<file path="src/rtl/adc_frame_packer.sv">
// adc_frame_packer: gathers one sample per ADC channel into a set, buffers
// sets in a frame FIFO, and serialises each set as
//   SYNC, SEQ, FLAGS, ch0 bytes .. chN-1 bytes [, CSUM]
// toward a byte-wide ready/valid sink.
// Optional build macro: ADC_FRAME_CHECKSUM_EN appends an XOR checksum byte
// covering SEQ, FLAGS and all data bytes.
module adc_frame_packer #(
  parameter int         NCH        = 2,
  parameter int         SAMPLE_W   = 24,
  parameter int         FIFO_DEPTH = 8,
  parameter logic [7:0] SYNC_BYTE  = 8'hA5
) (
  input  logic                          clk,
  input  logic                          reset,
  input  logic [NCH-1:0]                sample_valid,
  input  logic [NCH*SAMPLE_W-1:0]       sample_data,
  input  logic [NCH-1:0]                sample_ovfl,
  output logic [7:0]                    out_data,
  output logic                          out_valid,
  input  logic                          out_ready,
  output logic [$clog2(FIFO_DEPTH):0]   fifo_level,
  output logic [15:0]                   drop_count
);
  localparam int SB = (SAMPLE_W + 7) / 8;   // bytes per sample on the wire
  localparam int NB = NCH * SB;             // data bytes per frame
  localparam int DW = NB * 8;
  localparam int SW = NCH * SAMPLE_W;
  localparam int RW = 16 + SW;              // record: {seq, flags, samples}
  localparam int AW = $clog2(FIFO_DEPTH);
  localparam logic [AW:0] FULL   = (AW+1)'(FIFO_DEPTH);
  localparam logic [5:0]  LAST_B = 6'(NB - 1);

  localparam logic [2:0] S_IDLE  = 3'd0;
  localparam logic [2:0] S_SYNC  = 3'd1;
  localparam logic [2:0] S_SEQ   = 3'd2;
  localparam logic [2:0] S_FLAGS = 3'd3;
  localparam logic [2:0] S_DATA  = 3'd4;
`ifdef ADC_FRAME_CHECKSUM_EN
  localparam logic [2:0] S_CSUM  = 3'd5;
`endif

  // ---------------- holding stage ----------------
  logic [SW-1:0]  hold, set_data;
  logic [NCH-1:0] have, hold_ovfl, have_nxt, ovfl_nxt;
  logic [7:0]     seq, flags_nxt;
  logic           drop_pending, complete;

  // Merge this edge's strobes into the set so a strobe on the completing
  // edge lands in the completing set rather than the next one.
  always_comb begin
    have_nxt  = have | sample_valid;
    ovfl_nxt  = hold_ovfl | (sample_valid & sample_ovfl);
    set_data  = hold;
    for (int i = 0; i < NCH; i++)
      if (sample_valid[i]) set_data[i*SAMPLE_W +: SAMPLE_W] = sample_data[i*SAMPLE_W +: SAMPLE_W];
    flags_nxt = '0;
    flags_nxt[NCH-1:0] = ovfl_nxt;
    flags_nxt[7]       = drop_pending;
    complete  = &have_nxt;
  end

  // Holding registers: a repeat strobe overwrites the sample, ovfl is sticky.
  always_ff @(posedge clk) begin
    if (reset) begin
      hold      <= '0;
      have      <= '0;
      hold_ovfl <= '0;
    end else begin
      hold      <= set_data;
      have      <= complete ? '0 : have_nxt;
      hold_ovfl <= complete ? '0 : ovfl_nxt;
    end
  end

  // ---------------- frame FIFO ----------------
  logic [RW-1:0] mem [FIFO_DEPTH];
  logic [AW-1:0] wptr, rptr;
  logic [AW:0]   count;
  logic          wr, pop, empty, full;
  logic [RW-1:0] rd_rec;

  assign empty      = (count == '0);
  assign full       = (count == FULL);
  // A pop on the completion edge frees the slot the write needs.
  assign wr         = complete && (!full || pop);
  assign rd_rec     = mem[rptr];
  assign fifo_level = count;

  // Record storage; contents need no reset, the pointers define validity.
  always_ff @(posedge clk) begin
    if (wr) mem[wptr] <= {seq, flags_nxt, set_data};
  end

  // Pointers, occupancy, sequence number and drop accounting.
  always_ff @(posedge clk) begin
    if (reset) begin
      wptr         <= '0;
      rptr         <= '0;
      count        <= '0;
      seq          <= '0;
      drop_pending <= 1'b0;
      drop_count   <= '0;
    end else begin
      if (wr)  wptr <= wptr + 1'b1;
      if (pop) rptr <= rptr + 1'b1;
      case ({wr, pop})
        2'b10:   count <= count + 1'b1;
        2'b01:   count <= count - 1'b1;
        default: ;
      endcase
      if (complete) begin
        // seq advances even on a drop so the host sees the gap
        seq <= seq + 8'd1;
        if (wr) drop_pending <= 1'b0;
        else begin
          drop_pending <= 1'b1;
          if (drop_count != 16'hFFFF) drop_count <= drop_count + 16'd1;
        end
      end
    end
  end

  // ---------------- serializer ----------------
  logic [2:0]    state;
  logic [7:0]    f_seq, f_flags;
  logic [DW-1:0] ext, dsh;
  logic [5:0]    bcnt;
  logic          acc, frame_end;
`ifdef ADC_FRAME_CHECKSUM_EN
  logic [7:0]    csum;
`endif

  // Sign-extend each popped sample to SB bytes, channel 0 in the top bytes.
  for (genvar i = 0; i < NCH; i++) begin : g_ext
    logic signed [SAMPLE_W-1:0] s;
    assign s = rd_rec[i*SAMPLE_W +: SAMPLE_W];
    assign ext[DW-1-i*SB*8 -: SB*8] = (SB*8)'(s);
  end

  assign out_valid = (state != S_IDLE);
  assign acc       = out_valid && out_ready;
`ifdef ADC_FRAME_CHECKSUM_EN
  assign frame_end = acc && (state == S_CSUM);
`else
  assign frame_end = acc && (state == S_DATA) && (bcnt == LAST_B);
`endif
  // Back-to-back frames: pop on the last byte's acceptance, no idle gap.
  assign pop = !empty && ((state == S_IDLE) || frame_end);

  // Byte presented in each state; all sources are registers so the byte
  // holds steady while the sink stalls.
  always_comb begin
    case (state)
      S_SYNC:  out_data = SYNC_BYTE;
      S_SEQ:   out_data = f_seq;
      S_FLAGS: out_data = f_flags;
      S_DATA:  out_data = dsh[DW-1 -: 8];
`ifdef ADC_FRAME_CHECKSUM_EN
      S_CSUM:  out_data = csum;
`endif
      default: out_data = 8'h00;
    endcase
  end

  // Frame FSM: load on pop, advance one byte per accepted handshake.
  always_ff @(posedge clk) begin
    if (reset) begin
      state   <= S_IDLE;
      f_seq   <= '0;
      f_flags <= '0;
      dsh     <= '0;
      bcnt    <= '0;
`ifdef ADC_FRAME_CHECKSUM_EN
      csum    <= '0;
`endif
    end else if (pop) begin
      state   <= S_SYNC;
      f_seq   <= rd_rec[RW-1 -: 8];
      f_flags <= rd_rec[RW-9 -: 8];
      dsh     <= ext;
      bcnt    <= '0;
`ifdef ADC_FRAME_CHECKSUM_EN
      csum    <= '0;
`endif
    end else if (frame_end) begin
      state <= S_IDLE;
    end else if (acc) begin
`ifdef ADC_FRAME_CHECKSUM_EN
      if (state != S_SYNC) csum <= csum ^ out_data;
`endif
      case (state)
        S_SYNC:  state <= S_SEQ;
        S_SEQ:   state <= S_FLAGS;
        S_FLAGS: state <= S_DATA;
        S_DATA: begin
          dsh  <= dsh << 8;
          bcnt <= bcnt + 6'd1;
`ifdef ADC_FRAME_CHECKSUM_EN
          if (bcnt == LAST_B) state <= S_CSUM;
`endif
        end
        default: state <= S_IDLE;
      endcase
    end
  end

endmodule
</file>
<file path="config.mk">
export PLATFORM = sky130hd
export DESIGN_NAME = adc_frame_packer
export DESIGN_NICKNAME = d
export VERILOG_FILES = /design/src/rtl/adc_frame_packer.sv
export SDC_FILE = /design/constraint.sdc
export NUM_CORES = 1
export LEC_CHECK = 0
export CORE_ASPECT_RATIO = 0.9
export CORE_MARGIN = 10
export CORE_UTILIZATION = 55
export CTS_BUF_LIST = sky130_fd_sc_hd__clkbuf_4
export CTS_CLUSTER_SIZE = 28
export DETAILED_ROUTE_END_ITERATION = 16
export GPL_TIMING_DRIVEN = 0
export PLACE_DENSITY = 0.72
export SYNTH_ARGS = -nofsm -noshare
export SYNTH_HDL_FRONTEND = slang
export SYNTH_SLANG_ARGS = --single-unit
export TNS_END_PERCENT = 20
</file>
<file path="constraint.sdc">
create_clock -name clk -period 11.3 [get_ports clk]
set_clock_uncertainty 0.1 [all_clocks]
set_input_delay 2.825 -clock clk [delete_from_list [all_inputs] [get_ports clk]]
set_output_delay 2.825 -clock clk [all_outputs]
set_load 0.1 [all_outputs]
</file>
[Word level (Yosys, flattened, before mapping)]
Memories as Yosys holds them, arrays and structs flattened. A register that Yosys moved wholly into a read port is not among the register bits.
Cells that the tools add are included.
Operators by class
  $add $sub $neg: 7
  eq/ne operators: 11
  multiplexer cells: 17
  bitwise gates (word level): 6
  reductions and logical operators: 25
Operators by type and width (number)
  two-way mux 48 bit: 4
  two-way mux 24 bit: 2
  one-hot mux 8 bit (4 select lines): 1
  adder 16 x 1 -> 16 bit (second input constant): 1
  != test 16 bit (second input constant): 1
  one-hot mux 3 bit (4 select lines): 1
  adder 8 x 1 -> 8 bit (second input constant): 1
  one-hot mux 4 bit (2 select lines): 1
  adder 3 x 1 -> 3 bit (second input constant): 2
  adder 6 x 1 -> 6 bit (second input constant): 1
  equality test 3 x 2 -> 1 bit (second input constant): 2
  equality test 6 x 3 -> 1 bit (second input constant): 1
  two-way mux 1 bit: 6
  two-way mux 3 bit: 2
  AND reduction 2 bit: 3
  AND reduction 3 bit: 2
  nonzero test 2 bit: 3
  nonzero test 3 bit: 2
  logical AND 1 bit: 5
  adder 4 x 1 -> 4 bit (second input constant): 1
  equality test 4 bit (second input constant): 1
  zero test 4 bit: 1
  bitwise OR 2 bit: 2
  AND reduction 4 bit: 1
  14 further kinds: 19
Word-level totals
  register bits after elaboration: 160
  bits in writable memories: 472
  input port bits: 55
  output and inout bits: 29
  word-level logic and storage cells: 82
  memories kept: 1
Memory list
  mem: words 8, width 59, rd ports 1, clocked after memory_dff 1, write ports 1, line 76  | logic [RW-1:0] mem [FIFO_DEPTH];

[Longest topological paths before layout]
  depth in word-level cells: 10
  gate-level depth with buffers: 12
  mapped depth without buffers: 12

[Least setup slack after synthesis]
Ideal clock, no wire load.
  path type: input to register
  start: input sample_valid[1]
  end: memory mem[0][0] (netlist bit) (enable)
  setup time: 0.623 ns
  arrival time: 9.463 ns
  data required time: 10.577 ns
  slack: 1.114 ns
  stages: 5
  cells stage by stage: clkbuf_1 -> nor2_1 -> nor2_1 -> o21ai_1 -> nor4_1
On the way
  longest elaborated chain between the ends: 5
RTL lines
  start, declared: line 15  | input logic [NCH-1:0] sample_valid,
  bitwise OR 2 bit: line 51  | have_nxt = have | sample_valid;
  AND reduction 2 bit: line 59  | complete = &have_nxt;
  logical AND 1 bit: line 85  | assign wr = complete && (!full || pop);
  two-way mux 1 bit: line 91  | if (wr) mem[wptr] <= {seq, flags_nxt, set_data};
  two-way mux 1 bit (not written as such): line 91
  end, declared: line 76
No other way between the ends.

[Final worst setup path]
  start: register state[1]
  end: output out_data[7]
On the way
  longest elaborated chain between the ends: 2
RTL lines
  start, declared: line 124  | logic [2:0] state;
  start signal, assigned: line 168  | state <= S_IDLE;
  start signal, assigned: line 177  | state <= S_SYNC;
  start signal, assigned: line 186  | state <= S_IDLE;
  equality test 3 bit (tied with other cells): line 153  | case (state)
  one-hot mux 8 bit (4 select lines) (*): line 153
  end, declared: line 18  | output logic [7:0] out_data,
Mark *: on every way between the ends. The rest lies on a longest branch, timed or not.

==> qor.yml <==
fp-row-count: 72
worst_setup_path_start_kind: "flip-flop"
seq_area_frac_synth_pct: 71.83
worst_path_max_delay_cell: "sky130_fd_sc_hd__clkdlybuf4s50_1"
worst_slew_pin_slew_ps: 1154
layout_cells_sized_above_1_pct: 29.15
initial_core_util_pct: 55.94
critical_path.endpoint: "out_data[7]"
cts.repair_timing.setup_buffer_count: 0
relSlewSlack_pct: 23.04
cp_data_arrival_time_ps: 3510
wl_um: 53300
floorplan.die.height_um: 218.7
ant_nets: 0
detailed_place_hpwl_um: 36230
fp.dieW_um: 240.8
firstDrtPassIters: 5
synth.cell_area_um2: 24140
cts-root-buf: "sky130_fd_sc_hd__clkbuf_4"
crit_path_end_kind: "output pin"
seq_area_um2: 17340
post_synth_inst_count: 1369
critical_path.max_stage_delay_ps: 1210
maxCapViolations: 0
power-per-cell-area_nw_per_um2: 209.7
synthesis.nets: 1433
htreeDepth: 4
synth_cell_types: 52
via_count_of_the_first_global_routing_pass: 14216
power.leakage_nw: 9.601
io_buffer_count: 79
gr-usage-all-layers_pct: 20.68
drc_errors: 0
insertion_delay_ps: 890
rr_startpoint: "bcnt[2]$_SDFFE_PP0P_"
maximum_clock_path_buffer_count: 3
finalHoldViolations: 0
cp.required_ps: 8380
timing.hold.worst.class: "flip-flop to flip-flop"
boundaryPins: 84
worst_ir_drop_on_vdd_uv: 95.20
r2r_slack_ps: 7950
finalSetupTns_ps: 0
post_drt_via_cell_ratio: 5.874
final.hold.worst_slack_ps: 370.8
numClockSinks: 630
grt_max_degree: 27
fill_cells: 2971
synthFlopType: "sky130_fd_sc_hd__edfxtp_1"
r2r.worst_path.cells: 8
core-area_um2: 43150
final_common_cell: "sky130_fd_sc_hd__edfxtp_1"
fin_crit_ps: 6432
grt_first_pass_wirelength_um: 81940
clock.fmax_mhz: 155.5
setup_viol: 0
layout_common_cells: "sky130_fd_sc_hd__edfxtp_1, sky130_fd_sc_hd__clkbuf_4, sky130_fd_sc_hd__dfxtp_1"
syn_avg_cell_area_um2: 17.63
crit-reg2reg-capture: "mem[2][8]$_DFFE_PP_"
first_iter_violations: 1334
asyncSetResetFlopFracSynth_pct: 0
ys_seq_elements: 630
slew_violations: 0
post_detailed_route_wirelength_per_cell_um: 22.85
route.vias.total: 13705
numCtsBuffers: 153
aggregate_global_routing_overflow: 0
rsz0062_at_grt: "false"
gpl.final_weighted_congestion: 0.8850
crit_fanout: 10
launching_instance_or_port_of_the_critical_path: "state[1]$_SDFFE_PP0P_"
multi_input_area_um2: 6472
path_cells: "clkbuf_1 -> nor2b_1 -> a22oi_1 -> o21ai_0 -> clkdlybuf4s50_1"
die_area_um2: 52680
synthesis.yosys.warnings: 0
final_nets: 1714
run_status: "finished clean"
criticalPathCategory: "flip-flop to output pin"
cts_hold_buffers: 0
clock_tree_from_tritoncts: "done"
antenna_found_initial: 1
post_cts.resized_instances: 0
area_delta_synth_final_pct: 17.93
period_share_pct: 56.92
clk_transition_reported_paths_ps: 70
post_synth_edffs: 472
-- cells in the mapped netlist (5+ instances only) --
cell type / count / area [um^2]
sky130_fd_sc_hd__inv_1: 9 / 33.78
sky130_fd_sc_hd__edfxtp_1: 472 / 14170
sky130_fd_sc_hd__and3_1: 7 / 43.79
sky130_fd_sc_hd__a21oi_1: 33 / 165.2
sky130_fd_sc_hd__o31ai_1: 10 / 75.07
sky130_fd_sc_hd__mux4_2: 118 / 2658
sky130_fd_sc_hd__or3_1: 5 / 31.28
sky130_fd_sc_hd__nor3_1: 11 / 55.05
sky130_fd_sc_hd__a211oi_1: 12 / 90.09
sky130_fd_sc_hd__o22ai_1: 17 / 106.4
sky130_fd_sc_hd__or4_1: 10 / 75.07
sky130_fd_sc_hd__nand4_1: 7 / 43.79
sky130_fd_sc_hd__nor2_1: 83 / 311.6
sky130_fd_sc_hd__nand2_1: 36 / 135.1
sky130_fd_sc_hd__dfxtp_1: 158 / 3163
sky130_fd_sc_hd__nor2b_1: 6 / 37.54
sky130_fd_sc_hd__clkbuf_1: 51 / 191.4
sky130_fd_sc_hd__buf_2: 16 / 80.08
sky130_fd_sc_hd__xor2_1: 13 / 113.9
sky130_fd_sc_hd__ha_1: 8 / 100.1
sky130_fd_sc_hd__a22oi_1: 22 / 165.2
sky130_fd_sc_hd__mux2i_1: 53 / 530.5
sky130_fd_sc_hd__nand3_1: 20 / 100.1
sky130_fd_sc_hd__mux2_2: 60 / 675.7
sky130_fd_sc_hd__o21ai_0: 6 / 30.03
sky130_fd_sc_hd__a221o_1: 24 / 240.2
sky130_fd_sc_hd__and2_1: 49 / 306.5
sky130_fd_sc_hd__buf_1: 9 / 33.78
-- worst min path at each step --
stage                        start                  end  slack (ps)  cells past startpoint
6_report       dsh[1]$_SDFFE_PP0P_  dsh[9]$_SDFFE_PP0P_         370                      1
2_1_floorplan  dsh[0]$_SDFFE_PP0P_  dsh[0]$_SDFFE_PP0P_         340                      2
3_5_place_dp   dsh[3]$_SDFFE_PP0P_  dsh[3]$_SDFFE_PP0P_         360                      2
4_1_cts        dsh[3]$_SDFFE_PP0P_  dsh[3]$_SDFFE_PP0P_         370                      2
5_1_grt        dsh[1]$_SDFFE_PP0P_  dsh[1]$_SDFFE_PP0P_         390                      2
3_3_place_gp   dsh[2]$_SDFFE_PP0P_  dsh[2]$_SDFFE_PP0P_         360                      2
-- registers in the layout (all words and copies together) (netlist names), 2 cells and up, named ones only --
signal and count:
rptr 3, drop_count 16, mem 472, hold 48, seq 8, f_seq 8
state 3, f_flags 3, wptr 3, bcnt 6, have 2, hold_ovfl 2
dsh 48, fifo_level 4
-- power breakdown --
part	switching [W]	internal [W]	total, W
combinational	0.000725	0.000495	0.00122
clock	0.000881	0.00115	0.00203
sequential	0.0000760	0.00264	0.00272
-- per-layer routing --
| metal | wire [um] | part of all wire (%) | vias to the layer above | GRT usage, % |
|---|---|---|---|---|
| met2 | 25180 | 47 | 551 | 32.14 |
| met5 | 0 | 0 | - | 0 |
| met3 | 4051 | 7.6 | 89 | 5.284 |
| met1 | 23040 | 43 | 6935 | 28.11 |
| met4 | 1041 | 2.0 | 0 | 7.079 |
| li1 | - | - | 6130 | - |
-- metrics by stage --
| step | instances | power [W] | cell area [um^2] | setup slack [ps] | utilization [%] |
|---|---|---|---|---|---|
| floorplan | 1369 | 0.003622 | 24140 | 1114 | - |
| global route | 2333 | 0.006246 | 28460 | 4649 | 65.96 |
| finish | 2333 | 0.005968 | 28460 | 4868 | 65.96 |
| detailed placement | 2050 | 0.003991 | 26270 | 4818 | 60.87 |
| global placement | 2003 | 0.003951 | 25620 | -5193 | 59.38 |
| CTS | 2332 | 0.006016 | 28460 | 4869 | 65.96 |
-- worst max-delay path, delay by kind of cell (launching register included) --
family,cells,cell delay (ps)
and+or+nand+nor,1,230
DFF,1,420
buffers and inverters,2,1570
AOI/OAI and AO/OA,2,430
-- cells by family after synthesis --
kind of cell / synth area share (%)
flops: 71.83
simple gates: 5.236
mux: 16.10
compound gates: 4.163
buf+inv: 1.560
xor+xnor: 0.6169
fa+ha+maj: 0.4977
-- final cells by class --
type	instances	share of cell area, %
Tap cell	555	2.440
Multi-Input combinational cell	649	22.74
Antenna cell	1	0.008792
Sequential cell	630	60.91
Clock inverter	37	1.253
Clock buffer	245	6.462
Timing Repair Buffer	126	4.866
Buffer	80	1.191
Inverter	10	0.1319
Note: power is estimated with default switching activity, not from simulation.
